===== src/rtl/mem_port_arbiter_if.sv =====
// ---------------------------------------------------------------------------
// mem_port_arbiter_if
// Bundles the IF request, MEM-stage data request, status and unified memory
// bus signals shared by mem_port_arbiter and its surroundings.
//   slave  : arbiter view (takes requests and mem responses, drives done/bus)
//   master : requester/memory view (drives requests and mem responses)
// Signals:
//   if_req/if_addr -> if_rdata/if_done                    instruction fetch
//   d_req/d_wr/d_addr/d_wdata/d_wmask/d_rmask -> d_rdata/d_done   data access
//   err, stall_if, stall_mem                              status to pipeline
//   memCe/memWr/memRr/memAddr/wtData/w_mask/r_mask        memory bus
//   rdData/mem_ack                                        memory response
// ---------------------------------------------------------------------------
interface mem_port_arbiter_if;
  logic        if_req;
  logic [31:0] if_addr;
  logic [31:0] if_rdata;
  logic        if_done;

  logic        d_req;
  logic        d_wr;
  logic [31:0] d_addr;
  logic [31:0] d_wdata;
  logic [3:0]  d_wmask;
  logic [3:0]  d_rmask;
  logic [31:0] d_rdata;
  logic        d_done;

  logic        err;
  logic        stall_if;
  logic        stall_mem;

  logic        memCe;
  logic        memWr;
  logic        memRr;
  logic [31:0] memAddr;
  logic [31:0] wtData;
  logic [3:0]  w_mask;
  logic [3:0]  r_mask;
  logic [31:0] rdData;
  logic        mem_ack;

  modport slave (
    input  if_req, if_addr, d_req, d_wr, d_addr, d_wdata, d_wmask, d_rmask,
           rdData, mem_ack,
    output if_rdata, if_done, d_rdata, d_done, err, stall_if, stall_mem,
           memCe, memWr, memRr, memAddr, wtData, w_mask, r_mask
  );

  modport master (
    output if_req, if_addr, d_req, d_wr, d_addr, d_wdata, d_wmask, d_rmask,
           rdData, mem_ack,
    input  if_rdata, if_done, d_rdata, d_done, err, stall_if, stall_mem,
           memCe, memWr, memRr, memAddr, wtData, w_mask, r_mask
  );
endinterface


===== src/rtl/mem_port_arbiter.sv =====
// ---------------------------------------------------------------------------
// mem_port_arbiter
// Shares one unified memory port between instruction fetch and the MEM-stage
// data access. A registered FSM (IDLE -> BUS_I/BUS_D -> RESP -> IDLE) grants
// one requester, holds the bus fields stable until mem_ack (or timeout), then
// returns a one-cycle done pulse with read data. Data wins ties.
// Parameters:
//   TIMEOUT      : BUS cycles without mem_ack before abort with err (0 = off)
//   STARVE_LIMIT : consecutive data grants allowed while IF waits
// Optional feature macro:
//   ARB_STARVE_GUARD_EN : when defined, IF is forced through after
//                         STARVE_LIMIT back-to-back data grants.
// Ports:
//   clk  : clock, rising edge
//   rst  : asynchronous active-low reset
//   bus  : mem_port_arbiter_if.slave (requests, status, memory bus)
// ---------------------------------------------------------------------------
module mem_port_arbiter #(
  parameter int TIMEOUT      = 16,
  parameter int STARVE_LIMIT = 4
) (
  input  logic              clk,
  input  logic              rst,
  mem_port_arbiter_if.slave bus
);

  typedef enum logic [1:0] {
    ST_IDLE  = 2'd0,
    ST_BUS_I = 2'd1,
    ST_BUS_D = 2'd2,
    ST_RESP  = 2'd3
  } state_t;

  localparam int TO_W = (TIMEOUT > 1) ? $clog2(TIMEOUT) : 1;

  state_t          r_state;
  state_t          w_state_nxt;
  logic [TO_W-1:0] r_to_cnt;

  // Registered outputs and their next values
  logic        r_mem_ce,   w_mem_ce;
  logic        r_mem_wr,   w_mem_wr;
  logic        r_mem_rr,   w_mem_rr;
  logic [31:0] r_mem_addr, w_mem_addr;
  logic [31:0] r_wt_data,  w_wt_data;
  logic [3:0]  r_w_mask,   w_w_mask;
  logic [3:0]  r_r_mask,   w_r_mask;
  logic        r_if_done,  w_if_done;
  logic        r_d_done,   w_d_done;
  logic        r_err,      w_err;
  logic [31:0] r_if_rdata, w_if_rdata;
  logic [31:0] r_d_rdata,  w_d_rdata;

  logic w_grant_d;
  logic w_grant_i;
  logic w_force_if;
  logic w_to_hit;
  logic w_finish;

  // Data has priority unless the starve guard forces IF through.
  assign w_grant_d = bus.d_req & ~w_force_if;
  assign w_grant_i = bus.if_req & ~w_grant_d;
  assign w_finish  = bus.mem_ack | w_to_hit;

  // The counter reads TIMEOUT-1 during the TIMEOUT-th BUS cycle.
  generate
    if (TIMEOUT > 0) begin : g_timeout
      assign w_to_hit = (r_to_cnt == TO_W'(TIMEOUT - 1));
    end else begin : g_no_timeout
      assign w_to_hit = 1'b0;
    end
  endgenerate

`ifdef ARB_STARVE_GUARD_EN
  localparam int SC_W = $clog2(STARVE_LIMIT + 1);
  logic [SC_W-1:0] r_starve_cnt;

  assign w_force_if = bus.if_req & (r_starve_cnt == SC_W'(STARVE_LIMIT));

  // Count data grants made while IF waits; any IF grant clears the count.
  always_ff @(posedge clk or negedge rst) begin
    if (!rst) begin
      r_starve_cnt <= '0;
    end else if (r_state == ST_IDLE && w_grant_d && bus.if_req &&
                 r_starve_cnt != SC_W'(STARVE_LIMIT)) begin
      r_starve_cnt <= r_starve_cnt + SC_W'(1'b1);
    end else if (r_state == ST_IDLE && w_grant_i) begin
      r_starve_cnt <= '0;
    end else begin
      r_starve_cnt <= r_starve_cnt;
    end
  end
`else
  assign w_force_if = 1'b0;
`endif

  // FSM state register.
  always_ff @(posedge clk or negedge rst) begin
    if (!rst) begin
      r_state <= ST_IDLE;
    end else begin
      r_state <= w_state_nxt;
    end
  end

  // FSM next-state logic.
  always_comb begin
    w_state_nxt = r_state;
    case (r_state)
      ST_IDLE: begin
        if (w_grant_d) begin
          w_state_nxt = ST_BUS_D;
        end else if (w_grant_i) begin
          w_state_nxt = ST_BUS_I;
        end else begin
          w_state_nxt = ST_IDLE;
        end
      end
      ST_BUS_I, ST_BUS_D: begin
        if (w_finish) begin
          w_state_nxt = ST_RESP;
        end else begin
          w_state_nxt = r_state;
        end
      end
      ST_RESP: w_state_nxt = ST_IDLE;
      default: w_state_nxt = ST_IDLE;
    endcase
  end

  // Timeout counter: zero on BUS entry, advances each BUS cycle without ack.
  always_ff @(posedge clk or negedge rst) begin
    if (!rst) begin
      r_to_cnt <= '0;
    end else if (r_state == ST_IDLE) begin
      r_to_cnt <= '0;
    end else if ((r_state == ST_BUS_I || r_state == ST_BUS_D) && !bus.mem_ack) begin
      r_to_cnt <= r_to_cnt + TO_W'(1'b1);
    end else begin
      r_to_cnt <= r_to_cnt;
    end
  end

  // Next values of the registered outputs; everything is 0 unless set.
  always_comb begin
    w_mem_ce   = 1'b0;
    w_mem_wr   = 1'b0;
    w_mem_rr   = 1'b0;
    w_mem_addr = 32'd0;
    w_wt_data  = 32'd0;
    w_w_mask   = 4'd0;
    w_r_mask   = 4'd0;
    w_if_done  = 1'b0;
    w_d_done   = 1'b0;
    w_err      = 1'b0;
    w_if_rdata = 32'd0;
    w_d_rdata  = 32'd0;
    case (r_state)
      ST_IDLE: begin
        if (w_grant_d) begin
          w_mem_ce   = 1'b1;
          w_mem_wr   = bus.d_wr;
          w_mem_rr   = ~bus.d_wr;
          w_mem_addr = bus.d_addr;
          w_wt_data  = bus.d_wdata;
          w_w_mask   = bus.d_wmask;
          w_r_mask   = bus.d_rmask;
        end else if (w_grant_i) begin
          w_mem_ce   = 1'b1;
          w_mem_rr   = 1'b1;
          w_mem_addr = bus.if_addr;
          w_r_mask   = 4'hF;
        end else begin
          w_mem_ce   = 1'b0;
        end
      end
      ST_BUS_I, ST_BUS_D: begin
        if (w_finish) begin
          // Bus drops for RESP; an ack in the timeout cycle still wins.
          w_err = ~bus.mem_ack;
          if (r_state == ST_BUS_I) begin
            w_if_done  = 1'b1;
            w_if_rdata = bus.mem_ack ? bus.rdData : 32'd0;
          end else begin
            w_d_done   = 1'b1;
            w_d_rdata  = (bus.mem_ack && !r_mem_wr) ? bus.rdData : 32'd0;
          end
        end else begin
          w_mem_ce   = r_mem_ce;
          w_mem_wr   = r_mem_wr;
          w_mem_rr   = r_mem_rr;
          w_mem_addr = r_mem_addr;
          w_wt_data  = r_wt_data;
          w_w_mask   = r_w_mask;
          w_r_mask   = r_r_mask;
        end
      end
      ST_RESP: begin
        w_mem_ce = 1'b0;
      end
      default: begin
        w_mem_ce = 1'b0;
      end
    endcase
  end

  // Output registers.
  always_ff @(posedge clk or negedge rst) begin
    if (!rst) begin
      r_mem_ce   <= 1'b0;
      r_mem_wr   <= 1'b0;
      r_mem_rr   <= 1'b0;
      r_mem_addr <= 32'd0;
      r_wt_data  <= 32'd0;
      r_w_mask   <= 4'd0;
      r_r_mask   <= 4'd0;
      r_if_done  <= 1'b0;
      r_d_done   <= 1'b0;
      r_err      <= 1'b0;
      r_if_rdata <= 32'd0;
      r_d_rdata  <= 32'd0;
    end else begin
      r_mem_ce   <= w_mem_ce;
      r_mem_wr   <= w_mem_wr;
      r_mem_rr   <= w_mem_rr;
      r_mem_addr <= w_mem_addr;
      r_wt_data  <= w_wt_data;
      r_w_mask   <= w_w_mask;
      r_r_mask   <= w_r_mask;
      r_if_done  <= w_if_done;
      r_d_done   <= w_d_done;
      r_err      <= w_err;
      r_if_rdata <= w_if_rdata;
      r_d_rdata  <= w_d_rdata;
    end
  end

  assign bus.memCe    = r_mem_ce;
  assign bus.memWr    = r_mem_wr;
  assign bus.memRr    = r_mem_rr;
  assign bus.memAddr  = r_mem_addr;
  assign bus.wtData   = r_wt_data;
  assign bus.w_mask   = r_w_mask;
  assign bus.r_mask   = r_r_mask;
  assign bus.if_done  = r_if_done;
  assign bus.d_done   = r_d_done;
  assign bus.err      = r_err;
  assign bus.if_rdata = r_if_rdata;
  assign bus.d_rdata  = r_d_rdata;

  // Stall while a request is pending and its done pulse is not out yet.
  assign bus.stall_if  = bus.if_req & ~r_if_done;
  assign bus.stall_mem = bus.d_req & ~r_d_done;

endmodule


===== src/flat_wrapper.sv =====
// flat-port wrapper written by rule: the top's interface ports become plain ports
module mem_port_arbiter_flat 
#(
  parameter int TIMEOUT      = 16,
  parameter int STARVE_LIMIT = 4
)
  (clk, rst, bus_if_req, bus_if_addr, bus_d_req, bus_d_wr, bus_d_addr, bus_d_wdata, bus_d_wmask, bus_d_rmask, bus_rdData, bus_mem_ack, bus_if_rdata, bus_if_done, bus_d_rdata, bus_d_done, bus_err, bus_stall_if, bus_stall_mem, bus_memCe, bus_memWr, bus_memRr, bus_memAddr, bus_wtData, bus_w_mask, bus_r_mask);
  mem_port_arbiter_if bus_i ();
  input  logic clk;
  input  logic rst;
  input wire logic [$bits(bus_i.if_req)-1:0] bus_if_req;
  input wire logic [$bits(bus_i.if_addr)-1:0] bus_if_addr;
  input wire logic [$bits(bus_i.d_req)-1:0] bus_d_req;
  input wire logic [$bits(bus_i.d_wr)-1:0] bus_d_wr;
  input wire logic [$bits(bus_i.d_addr)-1:0] bus_d_addr;
  input wire logic [$bits(bus_i.d_wdata)-1:0] bus_d_wdata;
  input wire logic [$bits(bus_i.d_wmask)-1:0] bus_d_wmask;
  input wire logic [$bits(bus_i.d_rmask)-1:0] bus_d_rmask;
  input wire logic [$bits(bus_i.rdData)-1:0] bus_rdData;
  input wire logic [$bits(bus_i.mem_ack)-1:0] bus_mem_ack;
  output wire logic [$bits(bus_i.if_rdata)-1:0] bus_if_rdata;
  output wire logic [$bits(bus_i.if_done)-1:0] bus_if_done;
  output wire logic [$bits(bus_i.d_rdata)-1:0] bus_d_rdata;
  output wire logic [$bits(bus_i.d_done)-1:0] bus_d_done;
  output wire logic [$bits(bus_i.err)-1:0] bus_err;
  output wire logic [$bits(bus_i.stall_if)-1:0] bus_stall_if;
  output wire logic [$bits(bus_i.stall_mem)-1:0] bus_stall_mem;
  output wire logic [$bits(bus_i.memCe)-1:0] bus_memCe;
  output wire logic [$bits(bus_i.memWr)-1:0] bus_memWr;
  output wire logic [$bits(bus_i.memRr)-1:0] bus_memRr;
  output wire logic [$bits(bus_i.memAddr)-1:0] bus_memAddr;
  output wire logic [$bits(bus_i.wtData)-1:0] bus_wtData;
  output wire logic [$bits(bus_i.w_mask)-1:0] bus_w_mask;
  output wire logic [$bits(bus_i.r_mask)-1:0] bus_r_mask;
  assign bus_i.if_req = bus_if_req;
  assign bus_i.if_addr = bus_if_addr;
  assign bus_i.d_req = bus_d_req;
  assign bus_i.d_wr = bus_d_wr;
  assign bus_i.d_addr = bus_d_addr;
  assign bus_i.d_wdata = bus_d_wdata;
  assign bus_i.d_wmask = bus_d_wmask;
  assign bus_i.d_rmask = bus_d_rmask;
  assign bus_i.rdData = bus_rdData;
  assign bus_i.mem_ack = bus_mem_ack;
  assign bus_if_rdata = bus_i.if_rdata;
  assign bus_if_done = bus_i.if_done;
  assign bus_d_rdata = bus_i.d_rdata;
  assign bus_d_done = bus_i.d_done;
  assign bus_err = bus_i.err;
  assign bus_stall_if = bus_i.stall_if;
  assign bus_stall_mem = bus_i.stall_mem;
  assign bus_memCe = bus_i.memCe;
  assign bus_memWr = bus_i.memWr;
  assign bus_memRr = bus_i.memRr;
  assign bus_memAddr = bus_i.memAddr;
  assign bus_wtData = bus_i.wtData;
  assign bus_w_mask = bus_i.w_mask;
  assign bus_r_mask = bus_i.r_mask;
  mem_port_arbiter #(.TIMEOUT(TIMEOUT), .STARVE_LIMIT(STARVE_LIMIT)) u_core (.clk(clk), .rst(rst), .bus(bus_i));
endmodule

===== config.mk =====
export PLATFORM = sky130hd
export DESIGN_NAME = mem_port_arbiter_flat
export DESIGN_NICKNAME = d
export VERILOG_FILES = /design/src/rtl/mem_port_arbiter_if.sv /design/src/rtl/mem_port_arbiter.sv /design/src/flat_wrapper.sv
export SDC_FILE = /design/constraint.sdc
export NUM_CORES = 1
export LEC_CHECK = 0
export CAP_MARGIN = 30
export CORE_ASPECT_RATIO = 0.8
export CORE_UTILIZATION = 35
export DETAILED_ROUTE_END_ITERATION = 10
export GPL_TIMING_DRIVEN = 0
export PLACE_DENSITY = 0.68
export SETUP_SLACK_MARGIN = 0.05
export SYNTH_ARGS = -nofsm -noshare
export SYNTH_HDL_FRONTEND = slang
export SYNTH_SLANG_ARGS = --single-unit

===== constraint.sdc =====
create_clock -name clk -period 1.72 [get_ports clk]
set_input_delay 0.344 -clock clk [delete_from_list [all_inputs] [get_ports clk]]
set_output_delay 0.344 -clock clk [all_outputs]
set_load 0.03 [all_outputs]

== Word-level counts from Yosys, hierarchy flattened ==
Index checks and enable logic that the tools add are counted.
Widths: inputs -> output; s select.

* Add/subtract/negate cells: 1
* Multipliers: 0
* Div/mod/pow operators: 0
* Order comparisons: 0
* Equal/unequal tests: 5
* Shift-type cells: 0
* Muxes and demuxes: 42
* Bitwise gates (word level): 9
* Reduce and logical (&&, ||, !) cells: 8

{| class="wikitable"
|+ Operator list
! kind !! count
|-
| $mux 32 || 12
|-
| $pmux 32 s2 || 2
|-
| $mux 4 || 6
|-
| $pmux 4 s2 || 2
|-
| $mux 1 || 14
|-
| $pmux 2 s3 || 1
|-
| $not 1->1 || 5
|-
| $add 4x1->4 const B || 1
|-
| $eq 2x2->1 const B || 2
|-
| $eq 4x4->1 const B || 1
|-
| $mux 2 || 2
|-
| $pmux 1 s2 || 2
|-
| $and 1x1->1 || 3
|-
| $pmux 1 s3 || 1
|-
| $eq 2x1->1 const B || 1
|-
| $logic_and 1x1->1 || 2
|-
| $logic_not 1->1 || 2
|-
| $logic_not 2->1 || 1
|-
| $ne 2x1->1 const B || 1
|-
| $reduce_bool 2->1 || 1
|-
| $reduce_or 2->1 || 1
|-
| $logic_or 1x1->1 || 1
|-
| $or 1x1->1 || 1
|}

* Bits in registers: 148
* Bits in latches: 0
* Memory bits (writable): 0
* ROM bits: 0
* Bits of input ports: 142
* Output and inout bits: 144
* Word-level logic and storage cells: 79
* Memories kept: 0

== Longest topological paths before layout ==
* Word-level depth: 6
* Mapped depth: 8
* Mapped depth without buffers: 5

== Worst setup path after synthesis ==
OpenSTA, ideal clock, no wires.

* Path type: flip-flop to flip-flop
* From: register u_core.r_state[0]
* To: register u_core.r_mem_addr[10] (netlist: u_core.bus.memAddr[10])
* Setup time: 137 ps
* Arrival time: 1442 ps
* Required time: 1583 ps
* Path slack: 141 ps
* Cell stages (with the launch flop): 7
* Path buffers: 1
* Period minus slack after synthesis: 1579 ps
* Path through: dfrtp_1 inv_1 ha_1 and2b_1 nand2_1 clkbuf_1 a21oi_1

* Cells in the longest elaborated chain, start to end: 3
* Elaborated cells between the ends (all ways): 6
* Classes of those cells: eq/ne (3); mux (1); reduce/logical (2)

{| class="wikitable"
|+ Ends and longest elaborated chain
! what !! RTL line !! RTL
|-
| start: declaration || mem_port_arbiter.sv:36 || <nowiki>state_t r_state;</nowiki>
|-
| start signal: assignment || mem_port_arbiter.sv:102 || <nowiki>r_state <= w_state_nxt;</nowiki>
|-
| $eq 2x2->1 or $eq 2x1->1 (tied branches) || mem_port_arbiter.sv:158 || <nowiki>case (r_state)</nowiki>
|-
| $reduce_or 2->1 || mem_port_arbiter.sv:158 ||
|-
| $pmux 32 s2 or $ne 2x1->1 (tied branches) || n/a ||
|-
| end signal: assignment || mem_port_arbiter.sv:226 || <nowiki>r_mem_addr <= w_mem_addr;</nowiki>
|-
| end: declaration || mem_port_arbiter.sv:44 || <nowiki>logic [31:0] r_mem_addr, w_mem_addr;</nowiki>
|}

Parallel ways exist; a longest one is shown, timed or not.
A chain may end at the register's enable or synchronous reset.

== Final worst setup path ==
* From: register u_core.r_mem_wr (netlist: u_core.bus.memWr)
* To: output port bus_memWr

{| class="wikitable"
|+ RTL lines
! what !! RTL line !! RTL
|-
| start: declaration || mem_port_arbiter.sv:42 || <nowiki>logic r_mem_wr, w_mem_wr;</nowiki>
|-
| start signal: assignment || mem_port_arbiter.sv:224 || <nowiki>r_mem_wr <= w_mem_wr;</nowiki>
|-
| end: declaration || flat_wrapper.sv:29 || <nowiki>output wire logic [$bits(bus_i.memWr)-1:0] bus_memWr;</nowiki>
|}

No word-level cell between the ends.

==> summary.txt <==
Outcome
  – Run status: finished, final reports clean

Logic synthesis
  – Syn Inst Count: 531
  – Post-synthesis sequential area ratio: a little under two thirds
  – Average instance area after synthesis: roughly 11 µm²
  – Synthesized flop and latch total: between 100 and 150
  – Post-Syn Area: just under 6000 µm²
  – Area leader, netlist: dfrtp_1
  – Mapped Nets: 678
  – Dominant cells by area after synthesis: dfrtp_1, and2_1, o21ai_0
  – Unique masters post-synth: 30
  – Synth warnings: 0
  – Share of the synthesized area in the top cell type: a little under two thirds

Global routing
  – GRT overflow: 0
  – Vias in the first global route: around 5.6k
  – Largest net degree at the start of global routing: 78
  – First-pass GRT wire length: approximately 30 mm
  – Initial antenna violation count: 1
  – All-Layer GR Usage: 22.51%

Setup path
  – Crit path launch type: flip-flop
  – Reg2reg end: u_core.bus.memAddr[12]$_DFFE_PN0P_
  – CP Buf/Inv Count: 1
  – Critical-path cell list: clkdlybuf4s15_1
  – Critical R2R Launch: u_core.r_state[0]$_DFFE_PN0P_
  – Critical Path AT: around 1.3 ns
  – Reg2Reg Depth: 7
  – Cell family with the largest share of critical-path delay: flip-flops
  – CP peak stage delay: ~0.43 ns
  – Worst Path Required: 1.38 ns
  – Critical path type: flip-flop to output port
  – Crit. End Element: output port
  – Critical-path top delay cell: dfrtp_1
  – CP max FO: 3
  – Worst R2R Setup Slack: between 0.1 and 0.15 ns

Route
  – Via count: between 5k and 6k
  – Post-route ant nets: 0
  – Drt first-iter violations: between 200 and 300
  – WL/cell: about 18 µm
  – Via density: about 4.9
  – Drt total wl: around 19 mm
  – DRC violations left: 0
  – DR pass1 iterations: 5

STA
  – Max-slew violations: 0
  – Setup TNS: 0 ns
  – Final Skew: 0.008847 ns
  – Unrepaired setup endpoints after global routing: true
  – Shortest period the worst path allows: 1.606 ns
  – Rel. slew slack: 54.41%
  – Final setup viols: 0
  – Period utilisation layout: just over 90%
  – Fmax: approximately 620 MHz
  – Final Hold Vio Count: 0
  – Worst-Margin Slew: about 0.68 ns

Die
  – Die W: about 150 µm
  – Die area: ~17000 µm²
  – Row count: roughly 40
  – DIE HEIGHT: 117.3 µm
  – Initial Utilization: 36.36%
  – Core area: between 15000 and 20000 µm²
  – Ports: 286

Power
  – PD cells: ~1600 nW/µm²
  – Total power: 15.91 mW
  – Max VDD drop: 0.0007510 V
  – Leak: around 4.8 nW

Clock tree
  – Clock transition at the registers of the reported paths: 0.06 ns
  – Number of CTS-inserted buffers: 17
  – Clk buf depth: 2
  – Number of clock sinks: approximately 150
  – Clock Latency Late Sink: 0.42 ns
  – Root buffer cell: clkbuf_16
  – H-tree depth: 4
  – CTS tree: built

Cells and area
  – Layout cells sized above 1: ~15%
  – Synth-to-layout area growth: 69.36%
  – Final nets: between 900 and 1k
  – Fin cells: around 1.1k

Place
  – I/O Buffers: about 290
  – Placer Congestion: roughly 0.83
  – HPWL after detailed placement: 13.69 mm
  – Placed Instances: 1032

Worst hold path
  – Hold worst-path end: u_core.bus.memCe$_DFFE_PN0P_
  – HP Class: input pin to flip-flop
  – Hold Crit Depth: 3
  – Hold path startpoint: bus_if_req

Run
  – # Max-Cap Violations: 0
[synth_stat cells]
| library cell | number |
|---|---|
| dfrtp_1 | 148 |
| xor2_1 | 1 |
| nand2b_1 | 1 |
| nor2b_1 | 3 |
| buf_4 | 4 |
| nor3_2 | 1 |
| nor2_1 | 6 |
| clkbuf_2 | 4 |
| xnor2_1 | 1 |
| o21ai_1 | 2 |
| nand3b_1 | 1 |
| nand2_1 | 42 |
| clkbuf_1 | 19 |
| nor2_4 | 1 |
| and2_1 | 69 |
| and3_1 | 1 |
| a21oi_1 | 34 |
| inv_1 | 3 |
| mux2i_1 | 2 |
| ha_1 | 5 |
| buf_2 | 14 |
| and2b_1 | 1 |
| nand3_1 | 47 |
| nor3_1 | 32 |
| buf_6 | 4 |
| or3_1 | 1 |
| o21ai_0 | 50 |
| a22oi_1 | 32 |
| and3b_1 | 1 |
| o211ai_1 | 1 |
[report_power, final]
part	switching, mW	total (mW)	internal (mW)
registers	0.457	4.90	4.45
clock network	1.53	3.71	2.18
logic	4.50	7.29	2.79
total	6.49	15.9	9.42
[worst register-to-register path, cell delays in order (launching register included)]
cell and delay (ns):
dfrtp_1 0.37, inv_2 0.06, ha_2 0.19, and2_1 0.13
buf_4 0.17, clkbuf_4 0.22, a22oi_2 0.25, a21oi_2 0.09
[what timing repair did]
| item | 4_1_cts | 5_1_grt |
|---|---|---|
| setup buffers | 4 | 5 |
| hold endpoints to repair | 71 | 0 |
| gates resized for setup | 235 | 28 |
| hold buffers | 1 | 0 |
| cloned | 4 | 0 |
| pin swaps | 4 | 6 |
| endpoints found under the setup margin | 276 | 105 |
[cell type report]
type                            instances  area (µm²)
Inverter                                3       11.26
Timing Repair Buffer                  299        2815
Antenna cell                            1       2.502
Multi-Input combinational cell        336        2059
Tap cell                              215       269.0
Buffer                                 45       400.4
Clock inverter                         14       165.2
Sequential cell                       148        3704
Fill cell                            1353        6150
Clock buffer                           18       429.2
[registers in the layout (all words and copies together), names as in the netlist, 2 cells and up]
name,flops
u_core.bus.d_rdata,32
u_core.bus.if_rdata,32
u_core.bus.memAddr,32
u_core.bus.r_mask,4
u_core.bus.w_mask,4
u_core.bus.wtData,32
u_core.r_state,2
u_core.r_to_cnt,4
[through the flow]
step	worst slack (ns)	util (%)	hold slack, ns	cell area [µm²]
floorplan	0.1407	-	0.04841	5819
global placement	-5.374	55.86	0.4842	8941
detailed placement	-0.6999	56.04	0.3953	8970
CTS	0.03171	60.78	0.4551	9728
global route	0.03737	61.58	0.4638	9856
finish	0.1139	61.58	0.4335	9856
[cells by family (layout without fill, tap and decap cells)]
kind of cell | count (synthesis) | count (layout) | synth area share [%]
other cells | 0 | 1 | 0
buf+inv | 48 | 379 | 4.257
compound gates | 119 | 119 | 11.65
simple gates | 207 | 208 | 18.73
flops | 148 | 148 | 63.64
xor+xnor | 2 | 2 | 0.3011
mux | 2 | 2 | 0.3440
fa+ha+maj | 5 | 5 | 1.075
[cell usage in the layout, fill, tap and decap left out, types with 7 or more instances in the layout]
cell,n
nand2_1,40
o21ai_0,48
clkbuf_2,8
dfrtp_1,148
a21oi_1,32
clkbuf_4,13
buf_4,14
clkbuf_16,17
nor3_1,27
buf_6,7
a22oi_1,9
dlygate4sd2_1,141
and2_1,69
a22oi_2,23
nand3_1,47
clkdlybuf4s50_1,138
[metal layers]
metal,GRT usage (%),vias to the layer above,wire [µm]
li1,-,2465,-
met1,25.29,2584,7360
met2,38.33,212,9353
met3,9.883,20,1954
met4,6.901,0,217
met5,0,-,0
[how the worst max path moves through the flow]
stage	start	end	slack, ns	depth (start not counted)
CTS	bus_d_req	bus_stall_mem	0.03	4
finish	u_core.bus.memWr$_DFFE_PN0P_	bus_memWr	0.11	1
global placement	rst	u_core.bus.d_rdata[22]$_DFF_PN0_	-5.37	1
floorplan	u_core.r_state[0]$_DFFE_PN0P_	u_core.bus.memAddr[10]$_DFFE_PN0P_	0.14	6
detailed placement	bus_d_req	bus_stall_mem	-0.70	4
global route	u_core.r_state[0]$_DFFE_PN0P_	u_core.bus.wtData[17]$_DFFE_PN0P_	0.04	8
Power figures use the tool's default switching activity.
